===== src/rtl/twdl_pkg.sv =====
// Shared types and sizing for the FFT twiddle-index generator.
// Lane count, numerator width and legal radix range live here.
package twdl_pkg;

   localparam int N_LANES   = 5;
   localparam int W_TW      = 12;
   localparam int W_FAC     = 3;
   localparam int RADIX_MIN = 2;
   localparam int RADIX_MAX = 5;
   localparam int L_MAX     = (1 << W_TW) - 1;

   typedef enum logic {
      IDLE = 1'b0,
      RUN  = 1'b1
   } state_t;

endpackage


===== src/rtl/twdl_idx_gen_if.sv =====
// Control/config inputs and the twiddle beat stream of twdl_idx_gen.
// Beat handshake: a beat is transferred on a rising edge where out_val & out_rdy;
// while out_val=1 and out_rdy=0 every beat output holds stable.
interface twdl_idx_gen_if;
   import twdl_pkg::*;

   logic                             start;
   logic [W_FAC-1:0]                 cfg_factor;
   logic [W_TW-1:0]                  cfg_span;
   logic [W_TW-1:0]                  cfg_blocks;
   logic                             out_rdy;
   logic                             out_val;
   logic [W_FAC-1:0]                 factor;
   logic [0:N_LANES-1][W_TW-1:0]     twdl_numrtr;
   logic [W_TW-1:0]                  twdl_demontr;
   logic                             busy;
   logic                             done;
   logic                             cfg_err;
   state_t                           dbg_state;

   modport master (
      output start, cfg_factor, cfg_span, cfg_blocks, out_rdy,
      input  out_val, factor, twdl_numrtr, twdl_demontr, busy, done, cfg_err, dbg_state
   );

   modport slave (
      input  start, cfg_factor, cfg_span, cfg_blocks, out_rdy,
      output out_val, factor, twdl_numrtr, twdl_demontr, busy, done, cfg_err, dbg_state
   );

endinterface


===== src/rtl/twdl_lane_acc.sv =====
// One twiddle-numerator lane: accumulates k*n by repeated addition of K.
// Lanes at or above the active radix are disabled and read as zero.
module twdl_lane_acc
   import twdl_pkg::*;
#(
   parameter int K = 0
) (
   input  logic            clk,
   input  logic            rst_n,
   input  logic            en_i,
   input  logic            clr_i,
   input  logic            adv_i,
   output logic [W_TW-1:0] acc_o
);

   logic [W_TW-1:0] acc_q, acc_d;

   always_comb begin
      acc_d = acc_q;
      if (clr_i) begin
         acc_d = '0;
      end else if (adv_i && en_i) begin
         acc_d = acc_q + W_TW'(K);
      end
   end

   always_ff @(posedge clk) begin
      if (!rst_n) begin
         acc_q <= '0;
      end else begin
         acc_q <= acc_d;
      end
   end

   assign acc_o = en_i ? acc_q : '0;

endmodule


===== src/rtl/twdl_idx_gen.sv =====
// Twiddle index generator for one FFT stage: emits B*M beats of per-lane
// numerators k*n over denominator L = radix*M, block index outer, n inner.
module twdl_idx_gen
   import twdl_pkg::*;
(
   input  logic           clk,
   input  logic           rst_n,
   twdl_idx_gen_if.slave  bus
);

   state_t                        state_q, state_d;
   logic [W_FAC-1:0]              factor_q, factor_d;
   logic [W_TW-1:0]               span_q, span_d;
   logic [W_TW-1:0]               blocks_q, blocks_d;
   logic [W_TW-1:0]               l_q, l_d;
   logic [W_TW-1:0]               n_q, n_d;
   logic [W_TW-1:0]               b_q, b_d;
   logic                          cfg_err_q, cfg_err_d;

   logic [W_FAC+W_TW-1:0]         l_full;
   logic                          legal;
   logic                          accept;
   logic                          hs;
   logic                          last_n;
   logic                          last_b;
   logic                          lane_clr;
   logic                          lane_adv;
   logic [0:N_LANES-1][W_TW-1:0]  lane_numr;

   // Full-width product so an oversize L is rejected rather than wrapped.
   assign l_full = (W_FAC+W_TW)'(bus.cfg_factor) * (W_FAC+W_TW)'(bus.cfg_span);
   assign legal  = (bus.cfg_factor >= W_FAC'(RADIX_MIN)) &&
                   (bus.cfg_factor <= W_FAC'(RADIX_MAX)) &&
                   (bus.cfg_span != '0) && (bus.cfg_blocks != '0) &&
                   (l_full <= (W_FAC+W_TW)'(L_MAX));

   assign accept = (state_q == IDLE) && bus.start && legal;
   assign hs     = (state_q == RUN) && bus.out_rdy;
   assign last_n = (n_q == span_q - 1'b1);
   assign last_b = (b_q == blocks_q - 1'b1);

   always_comb begin
      state_d   = state_q;
      factor_d  = factor_q;
      span_d    = span_q;
      blocks_d  = blocks_q;
      l_d       = l_q;
      n_d       = n_q;
      b_d       = b_q;
      cfg_err_d = 1'b0;
      case (state_q)
         IDLE: begin
            if (bus.start) begin
               if (legal) begin
                  state_d  = RUN;
                  factor_d = bus.cfg_factor;
                  span_d   = bus.cfg_span;
                  blocks_d = bus.cfg_blocks;
                  l_d      = l_full[W_TW-1:0];
                  n_d      = '0;
                  b_d      = '0;
               end else begin
                  cfg_err_d = 1'b1;
               end
            end
         end
         RUN: begin
            if (hs) begin
               if (last_n) begin
                  n_d = '0;
                  if (last_b) begin
                     b_d     = '0;
                     state_d = IDLE;
                  end else begin
                     b_d = b_q + 1'b1;
                  end
               end else begin
                  n_d = n_q + 1'b1;
               end
            end
         end
         default: state_d = IDLE;
      endcase
   end

   always_ff @(posedge clk) begin
      if (!rst_n) begin
         state_q   <= IDLE;
         factor_q  <= '0;
         span_q    <= '0;
         blocks_q  <= '0;
         l_q       <= '0;
         n_q       <= '0;
         b_q       <= '0;
         cfg_err_q <= 1'b0;
      end else begin
         state_q   <= state_d;
         factor_q  <= factor_d;
         span_q    <= span_d;
         blocks_q  <= blocks_d;
         l_q       <= l_d;
         n_q       <= n_d;
         b_q       <= b_d;
         cfg_err_q <= cfg_err_d;
      end
   end

   // Accumulators restart at every accepted start and at every n wrap.
   assign lane_clr = accept | (hs & last_n);
   assign lane_adv = hs & ~last_n;

   for (genvar k = 0; k < N_LANES; k++) begin : g_lane
      twdl_lane_acc #(.K(k)) u_lane (
         .clk   (clk),
         .rst_n (rst_n),
         .en_i  (factor_q > W_FAC'(k)),
         .clr_i (lane_clr),
         .adv_i (lane_adv),
         .acc_o (lane_numr[k])
      );
   end

   assign bus.out_val      = (state_q == RUN);
   assign bus.busy         = (state_q == RUN);
   assign bus.done         = hs & last_n & last_b;
   assign bus.cfg_err      = cfg_err_q;
   assign bus.factor       = factor_q;
   assign bus.twdl_demontr = l_q;
   assign bus.twdl_numrtr  = lane_numr;
   assign bus.dbg_state    = state_q;

endmodule


===== src/flat_wrapper.sv =====
// flat-port wrapper written by rule: the top's interface ports become plain ports
module twdl_idx_gen_flat import twdl_pkg::*;
  (clk, rst_n, bus_start, bus_cfg_factor, bus_cfg_span, bus_cfg_blocks, bus_out_rdy, bus_out_val, bus_factor, bus_twdl_numrtr, bus_twdl_demontr, bus_busy, bus_done, bus_cfg_err, bus_dbg_state);
  twdl_idx_gen_if bus_i ();
  input  logic clk;
  input  logic rst_n;
  input wire logic [$bits(bus_i.start)-1:0] bus_start;
  input wire logic [$bits(bus_i.cfg_factor)-1:0] bus_cfg_factor;
  input wire logic [$bits(bus_i.cfg_span)-1:0] bus_cfg_span;
  input wire logic [$bits(bus_i.cfg_blocks)-1:0] bus_cfg_blocks;
  input wire logic [$bits(bus_i.out_rdy)-1:0] bus_out_rdy;
  output wire logic [$bits(bus_i.out_val)-1:0] bus_out_val;
  output wire logic [$bits(bus_i.factor)-1:0] bus_factor;
  output wire logic [$bits(bus_i.twdl_numrtr)-1:0] bus_twdl_numrtr;
  output wire logic [$bits(bus_i.twdl_demontr)-1:0] bus_twdl_demontr;
  output wire logic [$bits(bus_i.busy)-1:0] bus_busy;
  output wire logic [$bits(bus_i.done)-1:0] bus_done;
  output wire logic [$bits(bus_i.cfg_err)-1:0] bus_cfg_err;
  output wire logic [$bits(bus_i.dbg_state)-1:0] bus_dbg_state;
  assign bus_i.start = bus_start;
  assign bus_i.cfg_factor = bus_cfg_factor;
  assign bus_i.cfg_span = bus_cfg_span;
  assign bus_i.cfg_blocks = bus_cfg_blocks;
  assign bus_i.out_rdy = bus_out_rdy;
  assign bus_out_val = bus_i.out_val;
  assign bus_factor = bus_i.factor;
  assign bus_twdl_numrtr = bus_i.twdl_numrtr;
  assign bus_twdl_demontr = bus_i.twdl_demontr;
  assign bus_busy = bus_i.busy;
  assign bus_done = bus_i.done;
  assign bus_cfg_err = bus_i.cfg_err;
  assign bus_dbg_state = bus_i.dbg_state;
  twdl_idx_gen u_core (.clk(clk), .rst_n(rst_n), .bus(bus_i));
endmodule

===== config.mk =====
export PLATFORM = sky130hd
export DESIGN_NAME = twdl_idx_gen_flat
export DESIGN_NICKNAME = d
export VERILOG_FILES = /design/src/rtl/twdl_pkg.sv /design/src/rtl/twdl_idx_gen_if.sv /design/src/rtl/twdl_lane_acc.sv /design/src/rtl/twdl_idx_gen.sv /design/src/flat_wrapper.sv
export SDC_FILE = /design/constraint.sdc
export NUM_CORES = 1
export LEC_CHECK = 0
export ABC_AREA = 0
export BUFFER_PORTS_ARGS = -buffer_cell sky130_fd_sc_hd__buf_2
export CAP_MARGIN = 20
export CORE_MARGIN = 4
export CORE_UTILIZATION = 58
export DETAILED_ROUTE_END_ITERATION = 8
export GPL_TIMING_DRIVEN = 0
export PLACE_DENSITY = 0.84
export SLEW_MARGIN = 5
export SYNTH_ARGS = -nofsm -noshare
export SYNTH_HDL_FRONTEND = slang
export SYNTH_SLANG_ARGS = --single-unit

===== constraint.sdc =====
create_clock -name clk -period 5.09 [get_ports clk]
set_input_delay 1.018 -clock clk [delete_from_list [all_inputs] [get_ports clk]]
set_output_delay 1.018 -clock clk [all_outputs]
set_load 0.01 [all_outputs]

==> metrics.txt <==
postcts setup bufs=0; min Tclk post-route=4.77 ns; clock buffer depth=2; nets=1080; post-DP HPWL=12.6 mm; sequential fraction of the synthesis area=0.314; Pwr Total=2.03 mW; final setup violation count=0; die footprint=0.0139 mm^2; min-delay worst type=reg2reg; # fillers=993; Register Area=0.00220 mm^2; Vias=6515; Final Slew Violations=0; Vias/cell=5.60; share of cells above drive strength 1=0.153; leakage=3.48 nW; outcome=completed; root buffer cell=clkbuf_16; Final Hold Vio Count=0; Rows=39; unrepaired setup endpoints after global routing=no; Total Wirelength=16.7 mm; mapped cell area=0.00702 mm^2; Worst IR Drop VDD=0.393 mV; GR met2 Demand/Resource=0.390; DR WL/cell=14.3 um; M1 GR Usage=0.316; asr flop ratio synth=0; Worst Tran Pin Value=0.587 ns; Initial Util=0.605; clock-pin slew on the worst setup and hold paths=0.07 ns; worst-skew pair later-pin latency=0.36 ns; Syn Area/Cell=7.84 um^2; max frequency=0.209 GHz; DRT iter0 DRCs=635; H-tree depth=3; area of the core=0.0116 mm^2; RePlAce Congestion=0.936; post-route antenna net violation count=0; Hold WS=0.457 ns; Multi-input gate area=0.00439 mm^2; Remaining DRCs=0; Hold Buf Count CTS=0; Die W=118 um; critical path startpoint category=input pin; Slew Limit Headroom=0.607; total grt overflow=0; Antenna Cells=0; PD cells=253 mW/mm^2; total CTS buffers=9; GR Util met3=0.0514; global-route wire length before repair=27.6 mm; Post-synth EDFFs=0; Layout Skew=0.00907 ns; io pins=111; Post-Syn Instances=896; clk sinks=110; WP data arrival=5.06 ns; CTS tree=built; initial antenna violation count=0; # Max-Cap Violations=0; most common cell after layout, fill and taps aside=nand2_1; GR peak layer=met2; CP max FO=10; drt pass-1 iters=6; WS Path Type=in2reg; post-synth cell types=61; # port buffers=95; Synth Warn #=0; gr usage total=0.237; Seq cells post-synth=110; largest net degree at the start of global routing=20; CP required=5.38 ns; area delta synth->final=14.3%; Setup crit end kind=register; final cycle utilization of the critical path=0.938; Synth Flop Type=dfxtp_1; vias in the first global route=5807; most frequent cells in the layout=113 x nand2_1, 110 x dfxtp_1, 107 x buf_2; height of the die=118 um
==> critical path, cell delays in order <==
cell,delay (ns)
buf_2,0.11
clkbuf_1,0.35
nand2_1,0.12
fa_1,0.51
fa_1,0.46
nand2b_1,0.18
a21oi_1,0.27
o21ai_0,0.15
a311oi_1,0.37
o2111a_1,0.30
and2_1,0.13
clkbuf_1,0.31
clkbuf_1,0.39
nand3_1,0.21
a21oi_1,0.17
==> cells in the mapped netlist (12+ instances only) <==
library cell,count,share of area
nor2_1,84,0.045
clkbuf_1,31,0.017
o21ai_0,14,0.010
mux2i_1,13,0.019
buf_4,17,0.018
a31oi_1,12,0.011
nand4_1,37,0.033
ha_1,22,0.039
and2_1,44,0.039
a21oi_1,53,0.038
xnor2_1,33,0.041
inv_1,45,0.024
nand3_1,37,0.026
dfxtp_1,110,0.31
and3_1,22,0.020
nor2b_1,30,0.027
nand2_1,113,0.060
buf_2,12,0.0086
xor2_1,53,0.066
==> per-layer routing <==
metal,vias to the layer above,part of all wire
met5,-,0
met4,0,0.012
met3,19,0.062
met2,184,0.48
met1,3046,0.45
li1,3266,-
==> area by class of cell <==
class,count,share of cell area
multi-input cells,693,0.546
flip-flops and latches,110,0.274
repair buffers,95,0.0592
plain buffers,61,0.0396
clock buffers,10,0.0298
well taps,143,0.0223
inverters,46,0.0215
clock inverters,6,0.00670
==> cells by family (layout without fill, tap and decap cells) <==
kind of cell | after synthesis | count (layout) | share of synthesized area
XOR/XNOR | 86 | 86 | 0.107
other | 1 | 15 | 0.000534
AO/OA/AOI/OAI | 128 | 128 | 0.116
adder cells (fa/ha/maj) | 33 | 33 | 0.0705
multiplexers | 14 | 14 | 0.0201
AND/OR/NAND/NOR | 417 | 417 | 0.303
flip-flops | 110 | 110 | 0.314
buffers and inverters | 107 | 218 | 0.0695
==> sequential cells by signal, summed over array words and instances, names as in the netlist <==
| signal | count |
|---|---|
| u_core.bus.twdl_demontr | 12 |
| u_core.n_q | 12 |
| u_core.blocks_q | 12 |
| u_core.bus.factor | 3 |
| u_core.bus.cfg_err | 1 |
| u_core.bus.busy | 1 |
| u_core.g_lane.u_lane.acc_q | 45 |
| u_core.b_q | 12 |
| u_core.span_q | 12 |
==> path summary, 6_finish.rpt <==
path / depth (start not counted) / startpoint / slack (ns) / endpoint
worst max-delay path: 15 / bus_cfg_factor[0] / 0.32 / u_core.bus.twdl_demontr[0]
worst min-delay path: 2 / u_core.bus.twdl_demontr[0] / 0.46 / u_core.bus.twdl_demontr[0]
worst max register to register: 11 / u_core.span_q[0] / 1.99 / u_core.g_lane[4].u_lane.acc_q[11]
worst min register to register: 2 / u_core.bus.twdl_demontr[0] / 0.46 / u_core.bus.twdl_demontr[0]
==> metrics by stage <==
stage,setup slack [ns],cells,utilization,area (um^2),TNS [ns]
2_1_floorplan,0.736,910,-,7080,0
6_report,0.316,1164,0.691,8030,0
3_5_place_dp,-0.167,1148,0.666,7730,-1.74
4_1_cts,0.204,1164,0.691,8020,0
3_3_place_gp,-0.109,1148,0.666,7730,-1.04
5_1_grt,0.0244,1164,0.691,8030,0
==> power by group <==
| group | switching (mW) | internal [mW] |
|---|---|---|
| Clock | 0.340 | 0.353 |
| Sequential | 0.0245 | 0.881 |
| Combinational | 0.259 | 0.172 |
| Total | 0.624 | 1.41 |
==> repair_timing <==
action / in CTS / in global routing
endpoints found under the hold margin: 0 / 0
setup endpoints to repair: 0 / 29
gates resized for setup: 0 / 4
Note: power is estimated with default switching activity, not from simulation.
